[config.mk]
export PLATFORM = sky130hd
export DESIGN_NAME = seq_pattern_detector
export DESIGN_NICKNAME = d
export VERILOG_FILES = /design/src/rtl/seq_pattern_detector.sv
export SDC_FILE = /design/constraint.sdc
export NUM_CORES = 1
export LEC_CHECK = 0
export CAP_MARGIN = 5
export CORE_UTILIZATION = 30
export CTS_BUF_LIST = sky130_fd_sc_hd__clkbuf_4 sky130_fd_sc_hd__clkbuf_8 sky130_fd_sc_hd__clkbuf_16
export DETAILED_ROUTE_END_ITERATION = 10
export GPL_TIMING_DRIVEN = 0
export HOLD_SLACK_MARGIN = 0.15
export PLACE_DENSITY = 0.59
export SETUP_SLACK_MARGIN = 0.05
export SYNTH_ARGS = -nofsm -noshare
export SYNTH_HDL_FRONTEND = slang
export SYNTH_SLANG_ARGS = --single-unit
[constraint.sdc]
create_clock -name clk -period 4.46 [get_ports clk]
set_input_delay 0.669 -clock clk [delete_from_list [all_inputs] [get_ports clk]]
set_output_delay 0.669 -clock clk [all_outputs]
set_load 0.02 [all_outputs]
[src/rtl/seq_pattern_detector.sv]
// Serial pattern detector: matches a runtime-programmed 2..PAT_W bit pattern on a
// valid-qualified bit stream, in overlapping or non-overlapping mode, with a saturating count.
module seq_pattern_detector #(
    parameter  int unsigned PAT_W = 8,
    parameter  int unsigned CNT_W = 16,
    localparam int unsigned LEN_W = $clog2(PAT_W + 1)
) (
    input  logic             clk,
    input  logic             reset,
    input  logic             cfg_load,
    input  logic [PAT_W-1:0] cfg_pattern,
    input  logic [LEN_W-1:0] cfg_len,
    input  logic             cfg_overlap,
    input  logic             in_valid,
    input  logic             in,
    input  logic             clr_cnt,
    output logic             match,
    output logic [CNT_W-1:0] match_cnt,
    output logic             cfg_err
);

    logic [PAT_W-1:0] pattern_q, pattern_d;
    logic [LEN_W-1:0] len_q, len_d;
    logic             overlap_q, overlap_d;
    logic [PAT_W-1:0] hist_q, hist_d;
    logic [LEN_W-1:0] fill_q, fill_d;
    logic             match_q, match_d;
    logic [CNT_W-1:0] cnt_q, cnt_d;
    logic             cfg_err_q, cfg_err_d;

    logic [PAT_W-1:0] hist_acc;
    logic [LEN_W-1:0] fill_inc;
    logic [PAT_W-1:0] len_mask;
    logic             cfg_ok;
    logic             hit;

    always_comb begin
        pattern_d = pattern_q;
        len_d     = len_q;
        overlap_d = overlap_q;
        hist_d    = hist_q;
        fill_d    = fill_q;
        match_d   = 1'b0;
        cfg_err_d = 1'b0;
        cnt_d     = cnt_q;

        hist_acc = {hist_q[PAT_W-2:0], in};
        fill_inc = (fill_q == LEN_W'(PAT_W)) ? fill_q : fill_q + LEN_W'(1);
        // Only the low len bits take part; a len of PAT_W shifts the ones out entirely.
        len_mask = ~({PAT_W{1'b1}} << len_q);
        hit      = (fill_inc >= len_q) && (((hist_acc ^ pattern_q) & len_mask) == '0);
        cfg_ok   = (cfg_len >= LEN_W'(2)) && (cfg_len <= LEN_W'(PAT_W));

        if (cfg_load && cfg_ok) begin
            pattern_d = cfg_pattern;
            len_d     = cfg_len;
            overlap_d = cfg_overlap;
            hist_d    = '0;
            fill_d    = '0;
        end else begin
            cfg_err_d = cfg_load;
            if (in_valid) begin
                hist_d  = hist_acc;
                match_d = hit;
                fill_d  = (hit && !overlap_q) ? '0 : fill_inc;
            end
        end

        if (clr_cnt) begin
            cnt_d = '0;
        end else if (match_d && (cnt_q != {CNT_W{1'b1}})) begin
            cnt_d = cnt_q + CNT_W'(1);
        end
    end

    always_ff @(posedge clk) begin
        if (reset) begin
            pattern_q <= PAT_W'(2);
            len_q     <= LEN_W'(3);
            overlap_q <= 1'b1;
            hist_q    <= '0;
            fill_q    <= '0;
            match_q   <= 1'b0;
            cnt_q     <= '0;
            cfg_err_q <= 1'b0;
        end else begin
            pattern_q <= pattern_d;
            len_q     <= len_d;
            overlap_q <= overlap_d;
            hist_q    <= hist_d;
            fill_q    <= fill_d;
            match_q   <= match_d;
            cnt_q     <= cnt_d;
            cfg_err_q <= cfg_err_d;
        end
    end

    assign match     = match_q;
    assign match_cnt = cnt_q;
    assign cfg_err   = cfg_err_q;

endmodule

; ---- Yosys cells after proc, flatten, opt, wreduce, memory -nomap -nowiden
; Cells that the tools add are included.
[op_classes]
n_lt_le_gt_ge = 3
eq_ne = 2
add_sub_neg = 2
n_bitwise = 3
mux = 4
reduce_logical = 9
n_shift = 1
[ops]
columns = op, n
row1 = "adder 16 x 1 -> 16 bit, second input constant", 1
row2 = "!= test 16 bit, second input constant", 1
row3 = AND 8 bit, 1
row4 = logical NOT 8 bit, 1
row5 = 2-to-1 mux 4 bit, 2
row6 = inverter 8 bit, 1
row7 = "left shift 8 x 4 -> 8 bit, first input constant", 1
row8 = bitwise XOR 8 bit, 1
row9 = logical AND 1 bit, 5
row10 = "adder 4 x 1 -> 4 bit, second input constant", 1
row11 = "equality test 4 bit, second input constant", 1
row12 = "greater-or-equal comparator 4 x 2 -> 1 bit, second input constant", 1
row13 = greater-or-equal comparator 4 bit, 1
row14 = "less-or-equal comparator 4 bit, second input constant", 1
row15 = OR reduction 2 bit, 2
row16 = 2-to-1 mux 1 bit, 2
row17 = logical NOT 1 bit, 1
[word_totals]
wordCells = 32
register_bits = 42
output_inout_bits = 18

; ---- Longest topological paths before layout
; Gate-level depths: netlist of the first run.
[depth]
depth_word = 8
depth_mapped = 13

; ---- Worst setup path before layout of the first run
; Ideal clock, no wire load.
[synth_path]
path_type = register to register
start = register fill_q[0]
end = register cnt_q[3], in the netlist match_cnt[3]
setup_ns = 0.070
n_path_buf = 0
arrival_time_ns = 2.365
path_stages_with_launch = 13
slack_ns = 2.025
period_less_slack_ns = 2.435
cell_sequence = dfxtp_1 > inv_1 > ha_1 > nand3_1 > xnor2_1 > inv_1 > ha_1 > nand2b_1 > a211oi_1 > o21bai_1 > nand4b_4 > or4_1 > a21oi_1
[synth_between]
elab_chain_cells = 7
[synth_lines]
columns = element, line_no
row1 = from (decl), 26  ; logic [LEN_W-1:0] fill_q, fill_d;
row2 = from (signal assigned), 91  ; fill_q <= fill_d;
row3 = adder 4 x 1 -> 4 bit / equality test 4 bit (equally long branches), 48  ; fill_inc = (fill_q == LEN_W'(PAT_W)) ? fill_q : fill_q + LEN_W'(1);
row4 = 2-to-1 mux 4 bit *, 48
row5 = greater-or-equal comparator 4 bit *, 51  ; hit = (fill_inc >= len_q) && (((hist_acc ^ pattern_q) & len_mask) == '0);
row6 = logical AND 1 bit *, 51
row7 = 2-to-1 mux 1 bit *, 62  ; if (in_valid) begin
row8 = 2-to-1 mux 1 bit *, 54  ; if (cfg_load && cfg_ok) begin
row9 = logical AND 1 bit *, 71  ; end else if (match_d && (cnt_q != {CNT_W{1'b1}})) begin
row10 = to (signal assigned), 93  ; cnt_q <= cnt_d;
row11 = to (decl), 28  ; logic [CNT_W-1:0] cnt_q, cnt_d;
; Every way passes the cells marked *; elsewhere a longest branch is shown, timed or not.
; A chain may end at the register's enable or synchronous reset.

; ---- Final worst setup path of the first run
[layout_path]
start = register fill_q[0]
end = register cnt_q[11], in the netlist match_cnt[11]
; Same word-level chain as after synthesis.

==> run summary, run 1 <==
## Worst setup path
- **Critical Path End Type** flip-flop
- **Arrival @ worst endpoint** 3.00 ns
- **Max stage delay cell, worst path** dfxtp_1
- **slowest stage delay, CP** 0.38 ns
- **Critical Path Source Type** flip-flop
- **chain of cells forming the critical path** inv_1, ha_1, nand3_1, xnor2_1, inv_1, ha_1, nand2b_1, a211oi_1, o21bai_1, nand4b_4, buf_6, or3_1, a21oi_1
- **Reg2Reg Setup Slack** 1.68 ns
- **worst setup path class** flip-flop to flip-flop
- **maximum fanout along the worst path** 10
- **critical path data required time** 4.68 ns

## GRT
- **aggregate global-route resource usage** 13.8%
- **total gr overflow** 0
- **pin count of the biggest net entering global routing** 15
- **initial antenna violation count** 0
- **via count of the first global-routing pass** 1,780
- **first-pass GRT wire length** 8280 um

## Floorplan
- **Initial Util** 31.3%
- **die height** 86.4 um
- **boundary pin count** 37
- **overall die area** 7470 um2
- **total number of placement rows** 30
- **width of the die** 86.4 um
- **Core Box Area** 6830 um2

## Pwr
- **Switching Share** 22.1%
- **net switching power** 0.185 mW
- **maximum VDD drop** 0.144 mV
- **relative contribution of the clock network to total power** 42.5%
- **cell-internal power** 0.651 mW
- **leakage power** 1.04 nW
- **relative contribution of combinational cells to total power** 10.6%
- **sequential power share** 46.9%
- **total power divided by cell area** 306 nW/um2

## Timing
- **final setup skew** 0.00586 ns
- **pin slew with the least headroom to its limit** 0.739 ns
- **final number of max-transition violations** 0
- **unrepaired setup endpoints after global routing** false
- **Final Setup Violations** 0
- **final sum of negative setup slack** 0 ns
- **Tmin final** 2.78 ns
- **worst slew margin relative to its limit** 50.4%
- **share of the cycle needed by the critical path after routing** 62.3%
- **final hold violation count** 0
- **highest attainable clock frequency** 360 MHz

## Routing
- **wire length reported by the detailed router** 4690 um
- **count of vias placed by the detailed router** 1,838
- **Remaining DRCs** 0
- **routed length per placed instance** 12.3 um
- **antenna-violating nets left** 0
- **via/cell ratio** 4.82
- **length of the first detailed-routing pass in iterations** 4
- **drt initial violations** 83

## Run status
- **run status** finished clean

## Clocking
- **Clock Sinks** 42
- **largest buffer count on any clock path** 2
- **number of buffers inserted during clock tree synthesis** 5
- **H-tree Lvls** 2
- **master cell of the clock root buffer** clkbuf_8
- **Post CTS Setup Buffer Count** 0
- **Skew-Pair Late Insertion Delay** 0.29 ns
- **# resized after CTS** 0
- **Clock Pin Slew Worst Setup and Hold Paths** 0.08 ns
- **CTS tree** done
- **# hold bufs at CTS** 0

## Synth
- **register bit count reported by yosys** 42
- **Yosys warnings** 0
- **sequential share of the synthesized area** 39.3%
- **number of cells produced by synthesis** 243
- **Post-Synthesis Net Count** 269
- **cell taking the most area after synthesis** dfxtp_1
- **share of Yosys cell area claimed by the top area cell type** 39.3%
- **post-synthesis area per instance** 8.80 um2
- **netlist area before placement** 2140 um2
- **count of distinct cell types in the synthesized netlist** 46
- **leading cell types by total area after synthesis** dfxtp_1, mux2i_1, nor2_1

## Placed design
- **final HPWL from detailed placement** 3500 um
- **quantity of I/O buffers inserted on ports** 34
- **final weighted congestion of routability-driven global placement** 0.738
- **# placed instances** 373

## Finish
- **utilization after layout** 40.1%
- **Inserted Diodes** 0
- **most common cell after layout, fill and taps aside** dfxtp_1
- **final standard cell count with taps included and fillers excluded** 381
- **fraction of final layout cells with drive strength greater than 1** 6.32%
- **leading cell types in the layout, fill and taps excluded** dfxtp_1, clkdlybuf4s50_1, nor2_1
- **layout overhead on the synthesized area** 28.0%
- **net total in the final layout** 310

## Flow run
- **MaxCap Viol Count** 0

## Worst hold path
- **kind of path behind the tightest hold check** flip-flop to flip-flop

Yosys cell counts, drive strengths merged:
cell / instances
clkbuf: 3
o211ai: 1
and4b: 1
a21oi: 17
or3: 10
and3: 6
nor4b: 1
a22o: 4
a211oi: 4
ha: 7
buf: 7
dfxtp: 42
or2: 1
mux2i: 16
nand2: 9
or4: 3
o21bai: 1
o41ai: 2
nand3: 12
nand2b: 3
xor2: 2
a311oi: 1
a21o: 1
o22a: 1
nor2: 28
xnor2: 7
nand4: 5
inv: 14
o21ai: 17
o22ai: 1
o311ai: 1
nor3: 3
o21ba: 1
a211o: 3
nor4: 1
a31oi: 1
o31ai: 3
a31o: 1
nand4b: 2
cell type report:
class,instances,area (um2)
clock buffer,5,68.8
timing repair buffer,34,340
fill,744,4100
clock inverter,3,68.8
multi-input combinational,177,1190
inverter,14,52.6
sequential,42,841
buffer,10,55.1
tap,96,120
metal layers:
layer,up-vias,wire (um),global-route usage [%]
li1,959,-,-
met1,832,2390,18.7
met2,41,2060,21.9
met3,6,173,3.05
met4,0,71,4.55
met5,-,0,0
flip-flops by register name, indices dropped and copies added, names as in the netlist:
signal	flops
match	1
hist_q	7
fill_q	4
match_cnt	16
len_q	4
cfg_err	1
overlap_q	1
pattern_q	8
cells by family (layout without fill, tap and decap cells):
| logic type | after synthesis | after routing | share of synthesized area, % |
|---|---|---|---|
| mux | 16 | 16 | 7.49 |
| flops | 42 | 42 | 39.3 |
| fa+ha+maj | 7 | 7 | 4.10 |
| simple gates | 85 | 85 | 21.1 |
| buf+inv | 24 | 66 | 5.03 |
| compound gates | 60 | 60 | 19.3 |
| xor+xnor | 9 | 9 | 3.69 |
per-stage QoR:
stage	total power [mW]	cell area [um2]	hold slack, ns	setup slack [ns]
6_report	0.836	2740	0.471	1.68
5_1_grt	0.870	2740	0.498	1.43
4_1_cts	0.848	2740	0.475	1.67
3_3_place_gp	0.488	2600	0.453	1.61
3_5_place_dp	0.491	2600	0.455	1.55
2_1_floorplan	0.457	2140	0.436	2.02
power groups by stage:
stage	Clock [mW]	Sequential, mW	Combinational [mW]
2_1_floorplan	0	0.400	0.0568
3_3_place_gp	0	0.401	0.0867
3_5_place_dp	0	0.401	0.0895
4_1_cts	0.366	0.392	0.0896
5_1_grt	0.378	0.394	0.0990
6_report	0.356	0.392	0.0882
path summary, 6_finish.rpt:
kind / depth (start not counted) / startpoint / to
worst min register to register: 1 / overlap_q / overlap_q
worst min-delay path: 1 / overlap_q / overlap_q
worst max register to register: 13 / fill_q[0] / match_cnt[11]
worst max-delay path: 13 / fill_q[0] / match_cnt[11]
critical path: cells and delay by family (launching register included):
kind	cells	cell delay, ns
AOI/OAI and AO/OA	3	0.55
xor gates and xnor gates	1	0.16
adders and majority gates	2	0.49
buffers and inverters	3	0.37
DFF	1	0.38
and+or+nand+nor	4	0.78
Power figures use the tool's default switching activity.
==> run 2, diff against run 1 <==
Settings changed: PLACE_DENSITY 0.59 to 0.61.
Clock period 4.46 ns to 2.5 ns, I/O delays scaled along.
==> run summary, run 2 (synthesis results as in run 1) <==
## Worst setup path
- **Critical Path End Type** flip-flop
- **family of cells with the greatest summed delay on the critical path** compound AO/OA/AOI/OAI gates
- **Reg2Reg Setup Slack** 0.06 ns
- **Max stage delay cell, worst path** dfxtp_2
- **worst setup path class** flip-flop to flip-flop
- **maximum fanout along the worst path** 5
- **chain of cells forming the critical path** inv_2, ha_4, nand3_4, xnor2_2, inv_1, ha_1, nand2b_4, a211oi_4, o21bai_4, nand4b_4, buf_6, o311ai_2, o41ai_1
- **buffers and inverters on the worst path** 3
- **Arrival @ worst endpoint** 2.60 ns
- **Critical Path Source Type** flip-flop
- **slowest stage delay, CP** 0.33 ns
- **critical path data required time** 2.66 ns
- **reg-to-reg critical path startpoint** fill_q[0]
- **cells on worst reg2reg path** 13
- **Crit Reg-Reg Endpoint** match_cnt[4]

## Placed design
- **quantity of I/O buffers inserted on ports** 34
- **final HPWL from detailed placement** 3490 um
- **cell area after placement** 2600 um2
- **final weighted congestion of routability-driven global placement** 0.743

## Clocking
- **Clock Sinks** 42
- **H-tree Lvls** 2
- **number of buffers inserted during clock tree synthesis** 5
- **# hold bufs at CTS** 0
- **Skew-Pair Late Insertion Delay** 0.29 ns
- **master cell of the clock root buffer** clkbuf_8
- **Clock Pin Slew Worst Setup and Hold Paths** 0.08 ns
- **largest buffer count on any clock path** 2
- **CTS tree** done

## Routing
- **antenna-violating nets left** 0
- **drt initial violations** 82
- **length of the first detailed-routing pass in iterations** 4
- **Remaining DRCs** 0
- **via/cell ratio** 5.00
- **count of vias placed by the detailed router** 1,946
- **wire length reported by the detailed router** 5120 um
- **routed length per placed instance** 13.2 um

## Timing
- **final setup skew** 0.0126 ns
- **share of the cycle needed by the critical path after routing** 97.6%
- **final number of max-transition violations** 0
- **pin slew with the least headroom to its limit** 0.750 ns
- **unrepaired setup endpoints after global routing** true
- **final hold violation count** 0
- **highest attainable clock frequency** 410 MHz
- **worst slew margin relative to its limit** 49.5%
- **Tmin final** 2.44 ns
- **Final Setup Violations** 0

## Floorplan
- **Initial Util** 31.3%
- **die height** 86.4 um
- **width of the die** 86.4 um
- **overall die area** 7470 um2
- **total number of placement rows** 30
- **Core Box Area** 6830 um2
- **boundary pin count** 37

## Worst hold path
- **end point of the most critical hold path** len_q[1]
- **instance count along the most critical hold path** 2
- **kind of path behind the tightest hold check** input port to flip-flop
- **startpoint of the lowest-slack hold path** reset

## Finish
- **final non-filler cell area** 2890 um2
- **most common cell after layout, fill and taps aside** dfxtp_1
- **net total in the final layout** 318
- **fill count** 708
- **leading cell types in the layout, fill and taps excluded** dfxtp_1, clkdlybuf4s50_1, nor2_1
- **Multi-input gate area** 1320 um2
- **utilization after layout** 42.3%
- **fraction of final layout cells with drive strength greater than 1** 15.0%
- **layout overhead on the synthesized area** 35.3%
- **Inserted Diodes** 0
- **flip-flop count of the largest register, all copies and words added** 16
- **sequential cell area** 843 um2

## GRT
- **aggregate global-route resource usage** 14.6%
- **first-pass GRT wire length** 8660 um
- **initial antenna violation count** 0
- **met1 Usage GRT** 18.1%
- **via count of the first global-routing pass** 1,836
- **met2 capacity usage during global routing** 25.5%
- **GRT busiest layer** met2
- **global-route track usage on met3** 3.14%
- **pin count of the biggest net entering global routing** 14
- **total gr overflow** 0

## Pwr
- **maximum VDD drop** 0.231 mV
- **total power divided by cell area** 470 nW/um2
- **leakage power** 1.09 nW

## Run status
- **run status** finished clean

## Flow run
- **MaxCap Viol Count** 0

-- run 2: cell types whose count changed in the layout (fill, tap and decap cells not counted), sizes merged --
cell / delta
bufinv: -2
buf: +6
nand4b: +1
clkbuf: +2
clkinvlp: +1
-- run 2: power breakdown --
group / internal [mW] / leakage [nW] / switching [mW]
combinational: 0.103 / 0.705 / 0.104
sequential: 0.685 / 0.341 / 0.0147
clock: 0.222 / 0.0472 / 0.232
-- run 2: cell type report --
| class | instances | area share (%) |
|---|---|---|
| sequential | 42 | 29.2 |
| clock inverter | 2 | 0.433 |
| timing repair buffer | 41 | 13.8 |
| inverter | 14 | 1.82 |
| clock buffer | 6 | 2.85 |
| tap | 96 | 4.15 |
| multi-input combinational | 178 | 45.8 |
| buffer | 10 | 1.99 |
-- run 2: what timing repair did --
action	in CTS	in global routing
gates cloned	2	0
endpoints found under the setup margin	19	20
pin swaps	12	17
buffers inserted	6	0
hold endpoints to repair	0	0
resized for setup	15	16
-- run 2: per-stage QoR --
step / instances / hold WS [ns] / setup TNS, ns / setup slack [ns] / power (mW)
floorplan: 243 / 0.436 / 0 / 0.0649 / 0.815
global placement: 373 / 0.454 / -2.03 / -0.170 / 0.870
detailed placement: 373 / 0.473 / -2.66 / -0.251 / 0.874
CTS: 389 / 0.491 / 0 / 0.0455 / 1.36
global route: 389 / 0.522 / -0.620 / -0.0758 / 1.43
finish: 389 / 0.485 / 0 / 0.0600 / 1.36
-- run 2: layer usage --
layer	part of all wire [%]	vias to the layer above	wire [um]
li1	-	986	-
met1	47	914	2410
met2	48	40	2450
met3	4.3	6	220
met4	0.94	0	48
met5	0	-	0
-- run 2: worst max path at each step --
stage,start,to,slack (ns),cells after the start
finish,fill_q[0],match_cnt[4],0.06,13
global route,fill_q[0],match_cnt[10],-0.08,11
CTS,fill_q[1],match_cnt[10],0.05,13
floorplan,fill_q[0],match_cnt[5],0.06,12
global placement,fill_q[0],fill_q[0],-0.17,12
detailed placement,fill_q[0],fill_q[0],-0.25,12
